`src/rtl/grey_pkg.sv`:
```
// grey_pkg: shared state type, default geometry and helpers for the greyscale frame sequencer.
package grey_pkg;

    typedef enum logic [2:0] {
        IDLE,
        ARMED,
        ACTIVE,
        DRAIN
    } seq_state_t;

    localparam int LINE_W_DEF  = 1280;
    localparam int FRAME_H_DEF = 960;

    typedef logic [10:0] coord_t;

    // One output per 2x2 quad: only the bottom-right pixel carries a complete average.
    function automatic logic keep_sel(input logic dval, input logic x_lsb, input logic y_lsb);
        return dval & x_lsb & y_lsb;
    endfunction

endpackage

```
`src/rtl/grey_frame_seq_if.sv`:
```
// grey_frame_seq_if: sensor-side control/stream inputs and datapath-side outputs of the sequencer.
// With GREY_SEQ_CROP_EN defined the capture-window inputs are added.
interface grey_frame_seq_if #(
    parameter int CW  = 11,
    parameter int FCW = 16
);
    logic           iStart;
    logic           iStop;
    logic           iFVAL;
    logic           iDVAL;
    logic [CW-1:0]  oX_Cont;
    logic [CW-1:0]  oY_Cont;
    logic           oDVAL;
    logic           oKeep;
    logic           oBusy;
    logic           oFrame_Done;
    logic [FCW-1:0] oFrame_Cnt;
    logic           oErr;
`ifdef GREY_SEQ_CROP_EN
    logic [CW-1:0]  iCrop_X0;
    logic [CW-1:0]  iCrop_Y0;
    logic [CW-1:0]  iCrop_W;
    logic [CW-1:0]  iCrop_H;

    modport master (
        output iStart, iStop, iFVAL, iDVAL, iCrop_X0, iCrop_Y0, iCrop_W, iCrop_H,
        input  oX_Cont, oY_Cont, oDVAL, oKeep, oBusy, oFrame_Done, oFrame_Cnt, oErr
    );
    modport slave (
        input  iStart, iStop, iFVAL, iDVAL, iCrop_X0, iCrop_Y0, iCrop_W, iCrop_H,
        output oX_Cont, oY_Cont, oDVAL, oKeep, oBusy, oFrame_Done, oFrame_Cnt, oErr
    );
`else
    modport master (
        output iStart, iStop, iFVAL, iDVAL,
        input  oX_Cont, oY_Cont, oDVAL, oKeep, oBusy, oFrame_Done, oFrame_Cnt, oErr
    );
    modport slave (
        input  iStart, iStop, iFVAL, iDVAL,
        output oX_Cont, oY_Cont, oDVAL, oKeep, oBusy, oFrame_Done, oFrame_Cnt, oErr
    );
`endif
endinterface

```
`src/rtl/grey_xy_counter.sv`:
```
// grey_xy_counter: raster X/Y counter; X wraps at line end, both saturate on the last pixel.
module grey_xy_counter #(
    parameter int LINE_W  = 1280,
    parameter int FRAME_H = 960,
    parameter int CW      = 11
) (
    input  logic          i_clk,
    input  logic          i_rst,
    input  logic          i_clr,
    input  logic          i_en,
    output logic [CW-1:0] o_x,
    output logic [CW-1:0] o_y,
    output logic          o_last
);
    localparam logic [CW-1:0] X_LAST = CW'(LINE_W - 1);
    localparam logic [CW-1:0] Y_LAST = CW'(FRAME_H - 1);

    logic [CW-1:0] r_x;
    logic [CW-1:0] r_y;
    logic          w_eol;
    logic          w_last;

    assign w_eol  = (r_x == X_LAST);
    assign w_last = w_eol && (r_y == Y_LAST);

    always_ff @(posedge i_clk) begin
        if (i_rst || i_clr) begin
            r_x <= '0;
            r_y <= '0;
        end else if (i_en && !w_last) begin
            if (w_eol) begin
                r_x <= '0;
                r_y <= r_y + CW'(1);
            end else begin
                r_x <= r_x + CW'(1);
            end
        end
    end

    assign o_x    = r_x;
    assign o_y    = r_y;
    assign o_last = w_last;

endmodule

```
`src/rtl/grey_frame_seq.sv`:
```
// grey_frame_seq: frame/line sequencer ahead of the 2x2 greyscale datapath (macro GREY_SEQ_CROP_EN adds a capture window).
// States: IDLE wait iStart | ARMED wait iFVAL rise | ACTIVE count pixels | DRAIN one-cycle frame wrap-up
module grey_frame_seq
    import grey_pkg::*;
#(
    parameter int LINE_W  = LINE_W_DEF,
    parameter int FRAME_H = FRAME_H_DEF,
    parameter int CW      = 11,
    parameter int FCW     = 16
) (
    input  logic            iCLK,
    input  logic            iRST,
    grey_frame_seq_if.slave io_seq
);
    seq_state_t     r_state;
    seq_state_t     w_next_state;

    logic           r_fval_d;
    logic           r_stop_pend;
    logic           r_frame_err;
    logic           r_dval;
    logic           r_keep;
    logic           r_busy;
    logic           r_done;
    logic           r_err;
    logic [CW-1:0]  r_x_out;
    logic [CW-1:0]  r_y_out;
    logic [FCW-1:0] r_cnt;

    logic           w_start;
    logic           w_rise;
    logic           w_accept;
    logic           w_early;
    logic           w_extra;
    logic           w_cnt_clr;
    logic [CW-1:0]  w_x;
    logic [CW-1:0]  w_y;
    logic           w_last;
    logic           w_fwd;
    logic [CW-1:0]  w_x_fwd;
    logic [CW-1:0]  w_y_fwd;

    logic           w_dval_nx;
    logic           w_keep_nx;
    logic           w_done_nx;
    logic           w_err_nx;
    logic           w_stop_pend_nx;
    logic           w_frame_err_nx;
    logic [CW-1:0]  w_x_nx;
    logic [CW-1:0]  w_y_nx;
    logic [FCW-1:0] w_cnt_nx;

    // A simultaneous iStop cancels iStart in every state.
    assign w_start   = io_seq.iStart & ~io_seq.iStop;
    assign w_rise    = io_seq.iFVAL & ~r_fval_d;
    assign w_accept  = (r_state == ACTIVE) & io_seq.iFVAL & io_seq.iDVAL;
    assign w_early   = (r_state == ACTIVE) & ~io_seq.iFVAL;
    assign w_extra   = (r_state == DRAIN) & io_seq.iFVAL & io_seq.iDVAL;
    assign w_cnt_clr = (r_state != ACTIVE);

    grey_xy_counter #(
        .LINE_W  (LINE_W),
        .FRAME_H (FRAME_H),
        .CW      (CW)
    ) u_xy (
        .i_clk  (iCLK),
        .i_rst  (iRST),
        .i_clr  (w_cnt_clr),
        .i_en   (w_accept),
        .o_x    (w_x),
        .o_y    (w_y),
        .o_last (w_last)
    );

`ifdef GREY_SEQ_CROP_EN
    logic [CW-1:0] r_cx0;
    logic [CW-1:0] r_cy0;
    logic [CW:0]   r_cx1;
    logic [CW:0]   r_cy1;
    logic          w_in_x;
    logic          w_in_y;

    // Window end is kept one bit wider so X0+W past the frame clips instead of wrapping.
    always_ff @(posedge iCLK) begin
        if (iRST) begin
            r_cx0 <= '0;
            r_cy0 <= '0;
            r_cx1 <= '0;
            r_cy1 <= '0;
        end else if (w_start && (r_state == IDLE)) begin
            r_cx0 <= io_seq.iCrop_X0;
            r_cy0 <= io_seq.iCrop_Y0;
            r_cx1 <= {1'b0, io_seq.iCrop_X0} + {1'b0, io_seq.iCrop_W};
            r_cy1 <= {1'b0, io_seq.iCrop_Y0} + {1'b0, io_seq.iCrop_H};
        end
    end

    assign w_in_x  = (w_x >= r_cx0) && ({1'b0, w_x} < r_cx1);
    assign w_in_y  = (w_y >= r_cy0) && ({1'b0, w_y} < r_cy1);
    assign w_fwd   = w_accept & w_in_x & w_in_y;
    assign w_x_fwd = w_x - r_cx0;
    assign w_y_fwd = w_y - r_cy0;
`else
    assign w_fwd   = w_accept;
    assign w_x_fwd = w_x;
    assign w_y_fwd = w_y;
`endif

    always_ff @(posedge iCLK) begin
        if (iRST) begin
            r_state <= IDLE;
        end else begin
            r_state <= w_next_state;
        end
    end

    always_comb begin
        w_next_state = r_state;
        case (r_state)
            IDLE: begin
                if (w_start) begin
                    w_next_state = ARMED;
                end
            end
            ARMED: begin
                if (io_seq.iStop) begin
                    w_next_state = IDLE;
                end else if (w_rise) begin
                    w_next_state = ACTIVE;
                end
            end
            ACTIVE: begin
                if (w_early || (w_accept && w_last)) begin
                    w_next_state = DRAIN;
                end
            end
            DRAIN: begin
                w_next_state = (r_stop_pend || io_seq.iStop) ? IDLE : ARMED;
            end
            default: begin
                w_next_state = IDLE;
            end
        endcase
    end

    always_comb begin
        w_dval_nx      = w_fwd;
        w_x_nx         = w_fwd ? w_x_fwd : r_x_out;
        w_y_nx         = w_fwd ? w_y_fwd : r_y_out;
        w_keep_nx      = keep_sel(w_dval_nx, w_x_nx[0], w_y_nx[0]);
        w_done_nx      = (r_state == DRAIN) & ~r_frame_err;
        w_cnt_nx       = r_cnt + FCW'(w_done_nx);
        w_stop_pend_nx = (r_state == ACTIVE) & (r_stop_pend | io_seq.iStop);
        w_frame_err_nx = (r_state != ARMED) & (r_frame_err | w_early);
        w_err_nx       = r_err;
        if (w_start) begin
            w_err_nx = 1'b0;
        end
        if (w_early || w_extra) begin
            w_err_nx = 1'b1;
        end
    end

    always_ff @(posedge iCLK) begin
        if (iRST) begin
            r_fval_d    <= 1'b0;
            r_stop_pend <= 1'b0;
            r_frame_err <= 1'b0;
            r_dval      <= 1'b0;
            r_keep      <= 1'b0;
            r_busy      <= 1'b0;
            r_done      <= 1'b0;
            r_err       <= 1'b0;
            r_x_out     <= '0;
            r_y_out     <= '0;
            r_cnt       <= '0;
        end else begin
            r_fval_d    <= io_seq.iFVAL;
            r_stop_pend <= w_stop_pend_nx;
            r_frame_err <= w_frame_err_nx;
            r_dval      <= w_dval_nx;
            r_keep      <= w_keep_nx;
            r_busy      <= (w_next_state != IDLE);
            r_done      <= w_done_nx;
            r_err       <= w_err_nx;
            r_x_out     <= w_x_nx;
            r_y_out     <= w_y_nx;
            r_cnt       <= w_cnt_nx;
        end
    end

    assign io_seq.oX_Cont     = r_x_out;
    assign io_seq.oY_Cont     = r_y_out;
    assign io_seq.oDVAL       = r_dval;
    assign io_seq.oKeep       = r_keep;
    assign io_seq.oBusy       = r_busy;
    assign io_seq.oFrame_Done = r_done;
    assign io_seq.oFrame_Cnt  = r_cnt;
    assign io_seq.oErr        = r_err;

endmodule

```
`src/flat_wrapper.sv`:
```
// flat-port wrapper written by rule: the top's interface ports become plain ports
module grey_frame_seq_flat import grey_pkg::*;
#(
    parameter int LINE_W  = LINE_W_DEF,
    parameter int FRAME_H = FRAME_H_DEF,
    parameter int CW      = 11,
    parameter int FCW     = 16
)
  (iCLK, iRST, io_seq_iStart, io_seq_iStop, io_seq_iFVAL, io_seq_iDVAL, io_seq_oX_Cont, io_seq_oY_Cont, io_seq_oDVAL, io_seq_oKeep, io_seq_oBusy, io_seq_oFrame_Done, io_seq_oFrame_Cnt, io_seq_oErr);
  grey_frame_seq_if #(.CW(CW), .FCW(FCW)) io_seq_i ();
  input  logic iCLK;
  input  logic iRST;
  input wire logic [$bits(io_seq_i.iStart)-1:0] io_seq_iStart;
  input wire logic [$bits(io_seq_i.iStop)-1:0] io_seq_iStop;
  input wire logic [$bits(io_seq_i.iFVAL)-1:0] io_seq_iFVAL;
  input wire logic [$bits(io_seq_i.iDVAL)-1:0] io_seq_iDVAL;
  output wire logic [$bits(io_seq_i.oX_Cont)-1:0] io_seq_oX_Cont;
  output wire logic [$bits(io_seq_i.oY_Cont)-1:0] io_seq_oY_Cont;
  output wire logic [$bits(io_seq_i.oDVAL)-1:0] io_seq_oDVAL;
  output wire logic [$bits(io_seq_i.oKeep)-1:0] io_seq_oKeep;
  output wire logic [$bits(io_seq_i.oBusy)-1:0] io_seq_oBusy;
  output wire logic [$bits(io_seq_i.oFrame_Done)-1:0] io_seq_oFrame_Done;
  output wire logic [$bits(io_seq_i.oFrame_Cnt)-1:0] io_seq_oFrame_Cnt;
  output wire logic [$bits(io_seq_i.oErr)-1:0] io_seq_oErr;
  assign io_seq_i.iStart = io_seq_iStart;
  assign io_seq_i.iStop = io_seq_iStop;
  assign io_seq_i.iFVAL = io_seq_iFVAL;
  assign io_seq_i.iDVAL = io_seq_iDVAL;
  assign io_seq_oX_Cont = io_seq_i.oX_Cont;
  assign io_seq_oY_Cont = io_seq_i.oY_Cont;
  assign io_seq_oDVAL = io_seq_i.oDVAL;
  assign io_seq_oKeep = io_seq_i.oKeep;
  assign io_seq_oBusy = io_seq_i.oBusy;
  assign io_seq_oFrame_Done = io_seq_i.oFrame_Done;
  assign io_seq_oFrame_Cnt = io_seq_i.oFrame_Cnt;
  assign io_seq_oErr = io_seq_i.oErr;
  grey_frame_seq #(.LINE_W(LINE_W), .FRAME_H(FRAME_H), .CW(CW), .FCW(FCW)) u_core (.iCLK(iCLK), .iRST(iRST), .io_seq(io_seq_i));
endmodule
```
`config.mk`:
```
export PLATFORM = sky130hd
export DESIGN_NAME = grey_frame_seq_flat
export DESIGN_NICKNAME = d
export VERILOG_FILES = /design/src/rtl/grey_pkg.sv /design/src/rtl/grey_frame_seq_if.sv /design/src/rtl/grey_xy_counter.sv /design/src/rtl/grey_frame_seq.sv /design/src/flat_wrapper.sv
export SDC_FILE = /design/constraint.sdc
export NUM_CORES = 1
export LEC_CHECK = 0
export ABC_AREA = 1
export BUFFER_PORTS_ARGS = -buffer_cell sky130_fd_sc_hd__buf_2
export CAP_MARGIN = 30
export CORE_ASPECT_RATIO = 0.7
export CORE_MARGIN = 4
export CORE_UTILIZATION = 60
export CTS_CLUSTER_SIZE = 30
export DETAILED_ROUTE_END_ITERATION = 8
export PLACE_DENSITY = 0.87
export SKIP_LAST_GASP = 1
export SYNTH_ARGS = -nofsm -noshare
export SYNTH_HDL_FRONTEND = slang
export SYNTH_SLANG_ARGS = --single-unit
```
`constraint.sdc`:
```
create_clock -name iCLK -period 4.4 [get_ports iCLK]
set_input_delay 0.44 -clock iCLK [delete_from_list [all_inputs] [get_ports iCLK]]
set_output_delay 0.44 -clock iCLK [all_outputs]
set_load 0.01 [all_outputs]
```
==> impl_metrics.yaml <==
finish:
  final_common_cell: "nand2_1"
  antenna_cells: 0
  finalInstanceArea_mm2: 0.00368
  fill_cells: 367
  drive_gt1_frac: 0.164
  mostFrequentLayoutCells: "nand2_1, dfxtp_1, nor2_1, a21oi_1, buf_2"
  final_cells: 568
  final_core_util: 0.742
  nNetsFinal: 504
  area_delta_synth_final_pct: 15.0
detailed_routing:
  wirelength_um: 7370
  drtPass1Iterations: 4
  antenna_left: 0
  drtIter0Drc: 180
  drc_errors: 0
  viasPerCell: 5.32
  vias: 3021
  wire_per_inst_um: 13.0
floorplanning:
  rows: 21
  die-area_mm2: 0.00659
  initial_core_util: 0.645
  core_mm2: 0.00497
  die_y_um: 69.1
  die_x_um: 95.3
  num_io_pins: 49
global_routing:
  grt_pass1_wl_um: 12500
  met1_usage: 0.334
  antenna_found_initial: 0
  met2_usage: 0.345
  overflow: 0
  use_met3: 0.0620
  grt.busiest_layer: "met2"
  grt_max_degree: 45
  grt_pass1_vias: 2766
  groute.usage.overall: 0.236
timing:
  hold_violations: 0
  worst_pin_slew_ns: 0.877
  fin_skew_ns: 0.00713
  setup-violations-final: 0
  period_share: 0.488
  finalCriticalPeriod_ns: 2.15
  rsz0062_at_grt: "no"
  max-slew-margin-rel: 0.414
  fin_tns_setup_ns: 0
  slew_viol_final: 0
  fin_ws_ns: 2.25
  clock.fmax_ghz: 0.466
  whs_ns: 0.365
cts:
  tritoncts: "done"
  cts_max_level: 3
  clkLatencyLatePin_ns: 0.34
  cts_made_buffers: 9
  cts_setup_buffers: 0
  cts_buffer_depth: 2
  cts_root_buffer: "clkbuf_8"
  clkTransAtPathRegs_ns: 0.08
  cts_resized: 0
  hold_buffers: 0
  cts.sinks: 71
worst_hold_path:
  hp-start: "io_seq_iFVAL"
  hp-class: "primary input to flip-flop"
  whs_path_depth: 3
  hold_end: "u_core.r_fval_d$_SDFF_PP0_"
status:
  status: "completed"
worst_setup_path:
  crit_path_max_fanout: 12
  critPathKind: "flip-flop to flip-flop"
  r2r_start: "u_core.u_xy.o_x[0]$_SDFFE_PP0P_"
  required_ns: 4.66
  rrSetupSlack_ns: 2.25
  cp-end-kind: "flip-flop"
  worstRegToRegCells: 9
  r2r-end: "u_core.u_xy.o_y[6]$_SDFFE_PP0P_"
  start_kind: "flip-flop"
  arrival_ns: 2.41
pwr:
  leakagePower_nw: 1.66
  switching_power_uw: 266
  seqPwrFrac: 0.522
  peakVddDrop_mv: 0.252
  internal-power_uw: 969
  clkPwrFrac: 0.464
  p_per_area_mw_per_mm2: 335
  comb_power_share: 0.014
  p_total_mw: 1.23
  p_sw_frac: 0.216
yosys:
  yosysTopAreaCellShare: 0.444
  netlist_instances: 448
  avgSynthCellArea_um2: 7.15
  ys_ff_latch: 71
  syn_area_mm2: 0.00320
  synth_top_area_cell: "dfxtp_1"
  synth_nets: 458
  netlist-cell-type-count: 32
  ys_seq_area_frac: 0.444
  ys_warn_count: 0
  synthTopCellsByArea: "dfxtp_1, nand2_1, a21oi_1"
place:
  place_hpwl_um: 5150
  gp_congestion: 0.909
  post-place-ws_ns: 2.32
  dp_cells: 552
  placed_area_mm2: 0.00346
  portBuffers: 48
flow_run:
  maxCapViolations: 0
-- registers in the layout, summed over array words and instances, names as in the netlist, 3 cells and up --
name,flops
u_core.io_seq.oFrame_Cnt,16
u_core.io_seq.oX_Cont,11
u_core.io_seq.oY_Cont,11
u_core.r_state,3
u_core.u_xy.o_x,11
u_core.u_xy.o_y,11
-- critical path, stage by stage, from the launching register on --
cell,delay [ns]
dfxtp_1,0.46
ha_1,0.31
inv_2,0.08
nor2_4,0.18
nand2_4,0.09
nor2_8,0.17
nand3_2,0.25
inv_2,0.25
o21ai_0,0.12
a21oi_1,0.15
-- worst max path at each step --
stage | start | to | cells past startpoint
floorplan | u_core.r_state[1]$_SDFF_PP0_ | u_core.io_seq.oFrame_Cnt[12]$_SDFF_PP0_ | 10
global placement | u_core.u_xy.o_x[0]$_SDFFE_PP0P_ | u_core.u_xy.o_y[6]$_SDFFE_PP0P_ | 9
detailed placement | u_core.u_xy.o_x[0]$_SDFFE_PP0P_ | u_core.u_xy.o_y[6]$_SDFFE_PP0P_ | 9
CTS | u_core.u_xy.o_x[0]$_SDFFE_PP0P_ | u_core.u_xy.o_y[6]$_SDFFE_PP0P_ | 9
global route | u_core.u_xy.o_x[0]$_SDFFE_PP0P_ | u_core.u_xy.o_y[6]$_SDFFE_PP0P_ | 9
finish | u_core.u_xy.o_x[0]$_SDFFE_PP0P_ | u_core.u_xy.o_y[6]$_SDFFE_PP0P_ | 9
-- cell type report --
cell class,instances,area [um^2],area share
flip-flops and latches,71,1420,0.386
repair buffers,49,248,0.0673
multi-input cells,313,1520,0.412
inverters,50,188,0.0510
clock inverters,7,97.6,0.0265
well taps,69,86.3,0.0234
clock buffers,9,124,0.0336
-- synth_stat cells --
| library cell | number |
|---|---|
| nand3b_1 | 1 |
| nor4_1 | 1 |
| nand2_2 | 4 |
| nor2_8 | 1 |
| nor3_1 | 4 |
| a31oi_1 | 1 |
| nor2_2 | 2 |
| or2_2 | 1 |
| inv_2 | 3 |
| o21ai_0 | 35 |
| xnor2_1 | 2 |
| nor2_1 | 60 |
| buf_1 | 1 |
| clkbuf_1 | 7 |
| xor2_1 | 8 |
| nand2_4 | 2 |
| a21oi_1 | 51 |
| nand3_1 | 22 |
| inv_1 | 47 |
| nand3_2 | 1 |
| dfxtp_1 | 71 |
| o21a_1 | 1 |
| nor2_4 | 3 |
| nand2_1 | 97 |
| buf_6 | 2 |
| and3_1 | 1 |
| ha_1 | 4 |
| nand4_1 | 9 |
| buf_2 | 3 |
| a211oi_1 | 1 |
| conb_1 | 1 |
| buf_4 | 1 |
-- power by group through the flow --
stage / combinational (mW) / sequential, mW / clock (mW)
final: 0.0177 / 0.644 / 0.573
after global placement: 0.0170 / 0.660 / 0
after detailed placement: 0.0174 / 0.660 / 0
after global routing: 0.0204 / 0.645 / 0.601
after CTS: 0.0175 / 0.644 / 0.573
after floorplan: 0.0112 / 0.660 / 0
-- layer usage --
metal	vias to the layer above	wire, um
met5	-	0
met3	11	429
met2	103	3340
met4	0	94
li1	1539	-
met1	1368	3510
-- cell families (layout without fill, tap and decap cells) --
kind of cell / count (synthesis) / count (layout) / share of synthesized area
simple gates: 209 / 209 / 0.289
flops: 71 / 71 / 0.444
other cells: 1 / 1 / 0.00117
buf+inv: 64 / 115 / 0.0820
xor+xnor: 10 / 10 / 0.0273
fa+ha+maj: 4 / 4 / 0.0156
compound gates: 89 / 89 / 0.141
Power figures use the tool's default switching activity.
